==> src/rtl/sdram_bridge_pkg.sv <==
// Shared definitions for the SDRAM host bridge: issue FSM encoding and
// request word layout {we, addr, wdata}.
package sdram_bridge_pkg;

   localparam int DATA_W = 16;

   typedef enum logic [1:0] {
      IDLE  = 2'd0,
      ISSUE = 2'd1,
      WAIT  = 2'd2,
      RESP  = 2'd3
   } bridge_state_t;

   // Width of one queued request word: write flag, word address, write data.
   function automatic int req_w(input int haddr_w);
      return 1 + haddr_w + DATA_W;
   endfunction

endpackage

==> src/rtl/sdram_req_fifo.sv <==
// Small synchronous request FIFO with registered pointers and a full/empty
// flag pair. A pop and a push in the same cycle on a full FIFO are both
// honoured: the pop frees the slot the push then fills.
module sdram_req_fifo #(
   parameter int WIDTH      = 41,
   parameter int DEPTH_LOG2 = 2
) (
   input  logic             clk,
   input  logic             rst_n,
   input  logic             push,
   input  logic [WIDTH-1:0] push_data,
   input  logic             pop,
   output logic [WIDTH-1:0] head,
   output logic             full,
   output logic             empty
);

   localparam int DEPTH = 1 << DEPTH_LOG2;

   logic [WIDTH-1:0]    mem [DEPTH];
   logic [DEPTH_LOG2:0] wr_ptr;
   logic [DEPTH_LOG2:0] rd_ptr;
   logic                do_push;
   logic                do_pop;

   // Pointers carry one wrap bit so full and empty are distinguishable.
   assign empty   = (wr_ptr == rd_ptr);
   assign full    = (wr_ptr[DEPTH_LOG2] != rd_ptr[DEPTH_LOG2]) &&
                    (wr_ptr[DEPTH_LOG2-1:0] == rd_ptr[DEPTH_LOG2-1:0]);
   assign do_pop  = pop & ~empty;
   assign do_push = push & (~full | do_pop);
   assign head    = mem[rd_ptr[DEPTH_LOG2-1:0]];

   // Storage array; data words need no reset.
   always_ff @(posedge clk) begin
      if (do_push) begin
         mem[wr_ptr[DEPTH_LOG2-1:0]] <= push_data;
      end
   end

   // Read/write pointer update.
   always_ff @(posedge clk or negedge rst_n) begin
      if (!rst_n) begin
         wr_ptr <= '0;
         rd_ptr <= '0;
      end else begin
         if (do_push) wr_ptr <= wr_ptr + 1'b1;
         if (do_pop)  rd_ptr <= rd_ptr + 1'b1;
      end
   end

endmodule

==> src/rtl/sdram_host_bridge.sv <==
// Host-side request/response front end for the SDRAM controller. Requests are
// queued in sdram_req_fifo and issued one at a time with the controller's
// level-held rd_enable/wr_enable + busy protocol; one in-order response is
// returned per request.
// Optional feature: define SDRAM_BRIDGE_WATCHDOG_EN to build a per-request
// watchdog that aborts a stuck request with rsp_err after TIMEOUT_CYCLES.
module sdram_host_bridge #(
   parameter int HADDR_WIDTH     = 24,
   parameter int FIFO_DEPTH_LOG2 = 2,
   parameter int TIMEOUT_CYCLES  = 1023
) (
   input  logic                   clk,
   input  logic                   rst_n,
   input  logic                   req_valid,
   output logic                   req_ready,
   input  logic                   req_we,
   input  logic [HADDR_WIDTH-1:0] req_addr,
   input  logic [15:0]            req_wdata,
   output logic                   rsp_valid,
   input  logic                   rsp_ready,
   output logic [15:0]            rsp_rdata,
   output logic                   rsp_err,
   output logic [HADDR_WIDTH-1:0] ctl_haddr,
   output logic [15:0]            ctl_data_input,
   output logic                   ctl_rd_enable,
   output logic                   ctl_wr_enable,
   input  logic                   ctl_busy,
   input  logic [15:0]            ctl_data_output
);

   import sdram_bridge_pkg::*;

   localparam int REQ_W = req_w(HADDR_WIDTH);

   bridge_state_t          state;
   logic                   cur_we;
   logic                   fifo_full;
   logic                   fifo_empty;
   logic                   fifo_pop;
   logic [REQ_W-1:0]       fifo_head;
   logic                   head_we;
   logic [HADDR_WIDTH-1:0] head_addr;
   logic [15:0]            head_wdata;
   logic                   wd_expired;

   assign req_ready  = ~fifo_full;
   assign fifo_pop   = (state == IDLE) && !fifo_empty;
   assign head_we    = fifo_head[REQ_W-1];
   assign head_addr  = fifo_head[DATA_W +: HADDR_WIDTH];
   assign head_wdata = fifo_head[DATA_W-1:0];

   sdram_req_fifo #(
      .WIDTH      (REQ_W),
      .DEPTH_LOG2 (FIFO_DEPTH_LOG2)
   ) u_fifo (
      .clk       (clk),
      .rst_n     (rst_n),
      .push      (req_valid & req_ready),
      .push_data ({req_we, req_addr, req_wdata}),
      .pop       (fifo_pop),
      .head      (fifo_head),
      .full      (fifo_full),
      .empty     (fifo_empty)
   );

`ifdef SDRAM_BRIDGE_WATCHDOG_EN
   localparam int              WD_W    = $clog2(TIMEOUT_CYCLES + 1);
   localparam logic [WD_W-1:0] WD_LAST = WD_W'(TIMEOUT_CYCLES - 1);

   logic [WD_W-1:0] wd_cnt;
   logic            rsp_err_q;

   // Expiry fires on the cycle the count would reach TIMEOUT_CYCLES, so the
   // abort lands on the TIMEOUT_CYCLES-th cycle spent in ISSUE/WAIT.
   assign wd_expired = (wd_cnt == WD_LAST);
   assign rsp_err    = rsp_err_q;

   // Watchdog counter: cleared as a request is popped, counts in ISSUE/WAIT.
   always_ff @(posedge clk or negedge rst_n) begin
      if (!rst_n) begin
         wd_cnt <= '0;
      end else if (fifo_pop) begin
         wd_cnt <= '0;
      end else if ((state == ISSUE) || (state == WAIT)) begin
         wd_cnt <= wd_cnt + 1'b1;
      end
   end
`else
   assign wd_expired = 1'b0;
   assign rsp_err    = 1'b0;
`endif

   // Issue FSM with registered controller-side and response-side outputs.
   always_ff @(posedge clk or negedge rst_n) begin
      if (!rst_n) begin
         state          <= IDLE;
         cur_we         <= 1'b0;
         ctl_haddr      <= '0;
         ctl_data_input <= '0;
         ctl_rd_enable  <= 1'b0;
         ctl_wr_enable  <= 1'b0;
         rsp_valid      <= 1'b0;
         rsp_rdata      <= '0;
`ifdef SDRAM_BRIDGE_WATCHDOG_EN
         rsp_err_q      <= 1'b0;
`endif
      end else begin
         case (state)
            IDLE: begin
               if (!fifo_empty) begin
                  cur_we         <= head_we;
                  ctl_haddr      <= head_addr;
                  ctl_data_input <= head_wdata;
                  ctl_rd_enable  <= ~head_we;
                  ctl_wr_enable  <= head_we;
                  state          <= ISSUE;
               end
            end
            ISSUE: begin
               // The controller only samples the enable when idle, so it is
               // simply held through init/refresh until busy acknowledges it.
               if (ctl_busy) begin
                  ctl_rd_enable <= 1'b0;
                  ctl_wr_enable <= 1'b0;
                  state         <= WAIT;
               end else if (wd_expired) begin
                  ctl_rd_enable <= 1'b0;
                  ctl_wr_enable <= 1'b0;
                  rsp_rdata     <= '0;
                  rsp_valid     <= 1'b1;
`ifdef SDRAM_BRIDGE_WATCHDOG_EN
                  rsp_err_q     <= 1'b1;
`endif
                  state         <= RESP;
               end
            end
            WAIT: begin
               if (!ctl_busy) begin
                  rsp_rdata <= cur_we ? 16'h0000 : ctl_data_output;
                  rsp_valid <= 1'b1;
                  state     <= RESP;
               end else if (wd_expired) begin
                  rsp_rdata <= '0;
                  rsp_valid <= 1'b1;
`ifdef SDRAM_BRIDGE_WATCHDOG_EN
                  rsp_err_q <= 1'b1;
`endif
                  state     <= RESP;
               end
            end
            RESP: begin
               if (rsp_ready) begin
                  rsp_valid <= 1'b0;
`ifdef SDRAM_BRIDGE_WATCHDOG_EN
                  rsp_err_q <= 1'b0;
`endif
                  state     <= IDLE;
               end
            end
            default: state <= IDLE;
         endcase
      end
   end

endmodule

==> config.mk <==
export PLATFORM = sky130hd
export DESIGN_NAME = sdram_host_bridge
export DESIGN_NICKNAME = d
export VERILOG_FILES = /design/src/rtl/sdram_bridge_pkg.sv /design/src/rtl/sdram_req_fifo.sv /design/src/rtl/sdram_host_bridge.sv
export SDC_FILE = /design/constraint.sdc
export NUM_CORES = 1
export LEC_CHECK = 0
export ABC_AREA = 1
export BUFFER_PORTS_ARGS = -buffer_cell sky130_fd_sc_hd__clkbuf_2
export CORE_MARGIN = 2
export CORE_UTILIZATION = 30
export DETAILED_ROUTE_END_ITERATION = 7
export HOLD_SLACK_MARGIN = 0.12
export SLEW_MARGIN = 20
export SYNTH_ARGS = -nofsm -noshare
export SYNTH_HDL_FRONTEND = slang
export SYNTH_SLANG_ARGS = --single-unit
export TNS_END_PERCENT = 20
==> constraint.sdc <==
create_clock -name clk -period 9.1 [get_ports clk]
set_input_delay 1.365 -clock clk [delete_from_list [all_inputs] [get_ports clk]]
set_output_delay 1.365 -clock clk [all_outputs]
set_load 0.01 [all_outputs]
==> metrics.md <==
| Metric | Value |
|---|---|
| Status | finished clean |
| Hold WS | 0.477 ns |
| Non-filler cells, final | 1260 |
| Clock buffer depth | 3 |
| Vias in the first global route | 5827 |
| Simple-Gate Fraction of Synth Area | 12.9% |
| Compound-Gate Fraction of Synth Area | 8.47% |
| Area of the multi-input gates | 2100 um2 |
| Initial antenna violation count | 4 |
| Switching share of power | 36.0% |
| Dpl hpwl | 12.1 mm |
| Via density | 4.60 |
| Synth Area in XOR/XNOR | 0.292% |
| Clock share of power | 26.1% |
| # IOs | 123 |
| Die H | 177 um |
| Final WL | 20.4 mm |
| Final total power | 3.83 mW |
| Reg2Reg Depth | 5 |
| Worst-path fanout max | 84 |
| Clock skew | 0.0101 ns |
| Final period util | 40.2% |
| VDD IR max | 0.149 mV |
| Hold buffers post-CTS | 0 |
| Slew Limit Fails | 0 |
| Grt ovf | 0 |
| Sink Count | 232 |
| Register bit total from synthesis | 232 |
| Buffers added on ports | 121 |
| P_sw | 1.38 mW |
| Die area | 31300 um2 |
| Main combinational cell family by area after synthesis | simple AND/OR/NAND/NOR gates |
| Worst hold stages | 2 |
| Placed cells | 1215 |
| Row cnt | 63 |
| Starting Density | 30.4% |
| Num CTS Buffers | 24 |
| GPL Wtd Cong | 0.785 |
| Nets | 923 |
| DRC Markers | 0 |
| Final Hold Vio Count | 0 |
| CP Data Arrival Time | 2.29 ns |
| Synth Instances | 738 |
| Die width | 177 um |
| Largest net degree at the start of global routing | 85 |
| Clock slew at reported path FFs | 0.06 ns |
| Tot GR Track Use | 13.1% |
| Combinational group share of total power | 32.0% |
| DRT iter0 DRCs | 338 |
| Sequential fraction of design power | 41.8% |
| Yosys warnings | 0 |
| Register area | 6630 um2 |
| Drt wl/cell | 16.2 um |
| Skew-Pair Late Insertion Delay | 0.51 ns |
| H-tree Lvls | 1 |
| CTS tree | done |
| Syn_nets | 810 |
| Multiplexer area fraction after synthesis | 0% |
| Critical-path top delay cell | buf_4 |
| Clock root cell | clkbuf_16 |
| LEAKAGE | 4.36 nW |
| Max incr delay on CP | 0.64 ns |
| CP required | 7.74 ns |
| Fillers | 2899 |
| Worst path top cell family by delay | buffers and inverters |
| Register area share after synthesis | 73.8% |
| RSZ-0062 raised after global routing | false |
| Area growth syn-to-layout | 19.8% |
| Startpoint types | flop |
| Relative slew slack | 33.7% |
| Worst Path Class, Setup | reg2out |
| Endpoints failing setup | 0 |
| Yosys cell types | 25 |
| Placed standard-cell area | 9950 um2 |
| CP endpoint kind | primary output |
| CTS resizes | 0 |
| Internal Dissipation | 2.45 mW |
| Core ar. | 29600 um2 |
| Number of routed nets with antenna violations | 0 |
| Syn avg cell area | 12.2 um2 |
| Via count | 5795 |
| Worst path depth | 6 |
| Setup tns final | 0 ns |
| Mapped cell area | 8980 um2 |
| TritonRoute pass-1 iters | 4 |
| Postcts setup bufs | 0 |
| Fmax | 273 MHz |
| Share of post-route cells with drive strength above 1 | 20.7% |
| Max-capacitance violation count | 0 |
| First-pass GRT wire length | 32.1 mm |
| Post-route cell area | 10800 um2 |
| Worst slew pin tran | 0.992 ns |
| Power per cell area | 356 nW/um2 |
| WP buf/inv | 3 |
| Hold crit path type | reg2reg |
| Post-synthesis adder-cell area fraction | 1.39% |
| Crit-path cells | inv_2 -> buf_4 -> nand2_1 -> nand2_1 -> nand4_1 -> clkbuf_2 |
| CP dominant cell by count | nand2_1 |
| Fin crit period | 3.66 ns |
## metal layers
metal  routed length, um  vias to the layer above  GRT usage [%]
li1                    -                     2808              -
met1                8670                     2808           16.2
met2                9710                      134           21.9
met3                1580                       39           4.19
met4                 449                        6           3.93
met5                  35                        -              0
## worst reg2reg max path, cell delays in order, from the launching register on
cell and delay (ns):
dfrtp_2 0.92, xnor2_1 0.26, nand4_1 0.21, nand2_2 0.22, nor2_4 0.42, buf_4 0.48
## final cells by class
class | count | share of cell area [%]
Antenna cell | 1 | 0.0232
Clock buffer | 32 | 6.24
Clock inverter | 12 | 1.32
Inverter | 18 | 0.651
Multi-Input combinational cell | 447 | 19.5
Sequential cell | 232 | 61.6
Tap cell | 390 | 4.53
Timing Repair Buffer | 128 | 6.14
## registers in the layout (all words and copies together) (netlist names)
register        flops
u_fifo.wr_ptr       3
ctl_data_input     16
ctl_wr_enable       1
ctl_haddr          24
state               2
ctl_rd_enable       1
rsp_valid           1
u_fifo.mem        164
rsp_rdata          16
cur_we              1
u_fifo.rd_ptr       3
## cells by family after synthesis
| kind of cell | after synthesis |
|---|---|
| XOR/XNOR | 3 |
| flip-flops | 232 |
| other | 1 |
| adder cells (fa/ha/maj) | 10 |
| AND/OR/NAND/NOR | 291 |
| buffers and inverters | 59 |
| AO/OA/AOI/OAI | 142 |
## cells in the mapped netlist
cell      number  share of area [%]
nand2_1      168                7.0
edfxtp_1     164                 55
o21ai_0       99                5.5
nor2_1        88                3.7
dfrtp_1       68                 19
o22ai_1       40                2.8
clkbuf_1      25                1.0
nand3_1       25                1.4
inv_1         17               0.71
ha_1          10                1.4
buf_4          7               0.58
buf_2          4               0.22
buf_6          4               0.50
nand4_1        4               0.28
a21oi_1        3               0.17
or2_2          2               0.14
xnor2_1        2               0.20
buf_1          1              0.042
conb_1         1              0.042
inv_4          1              0.070
nand2_2        1              0.070
nand2_4        1               0.13
nand3_2        1               0.11
nor3_1         1              0.056
xor2_1         1              0.098
## per-stage QoR
stage                     util [%]  worst slack (ns)
after floorplan                  -              5.46
after global placement        33.7              6.01
after detailed placement      33.7              5.99
after CTS                     36.4              5.44
after global routing          36.4              5.30
final                         36.4              5.44
## power groups by stage
stage	combinational [mW]	sequential (mW)	clock (mW)
finish	1.23	1.60	1.00
global route	1.41	1.64	1.07
CTS	1.26	1.61	1.03
detailed placement	1.25	1.63	0
global placement	1.23	1.62	0
floorplan	0.808	1.65	0
## layout by cell type (no fill, tap or decap), types with 3 or more instances in the layout
master     count
ha_1          10
nand2_1      168
clkbuf_1       5
a21oi_1        3
o21ai_0       99
clkbuf_2     120
inv_1         15
o22ai_1       40
buf_4          8
nand4_1        4
nor2_4         4
bufinv_16      3
clkbuf_16     25
edfxtp_1     164
nor2_1        84
dfrtp_1       66
clkinv_2       7
nand3_1       25
## path summary, 6_finish.rpt
| path | from | to | slack [ns] |
|---|---|---|---|
| max | u_fifo.rd_ptr[0]$_DFFE_PN0P_ | req_ready | 5.44 |
| min | ctl_data_input[4]$_DFFE_PN0P_ | ctl_data_input[4]$_DFFE_PN0P_ | 0.48 |
| max reg2reg | u_fifo.rd_ptr[1]$_DFFE_PN0P_ | u_fifo.mem[3][28]$_DFFE_PP_ | 6.21 |
| min reg2reg | ctl_data_input[4]$_DFFE_PN0P_ | ctl_data_input[4]$_DFFE_PN0P_ | 0.48 |
| max in group asynchronous | rst_n | u_fifo.rd_ptr[0]$_DFFE_PN0P_ | 7.42 |
| min in group asynchronous | rst_n | ctl_data_input[3]$_DFFE_PN0P_ | 1.00 |
No activity file was read; power rests on OpenSTA's default activity.
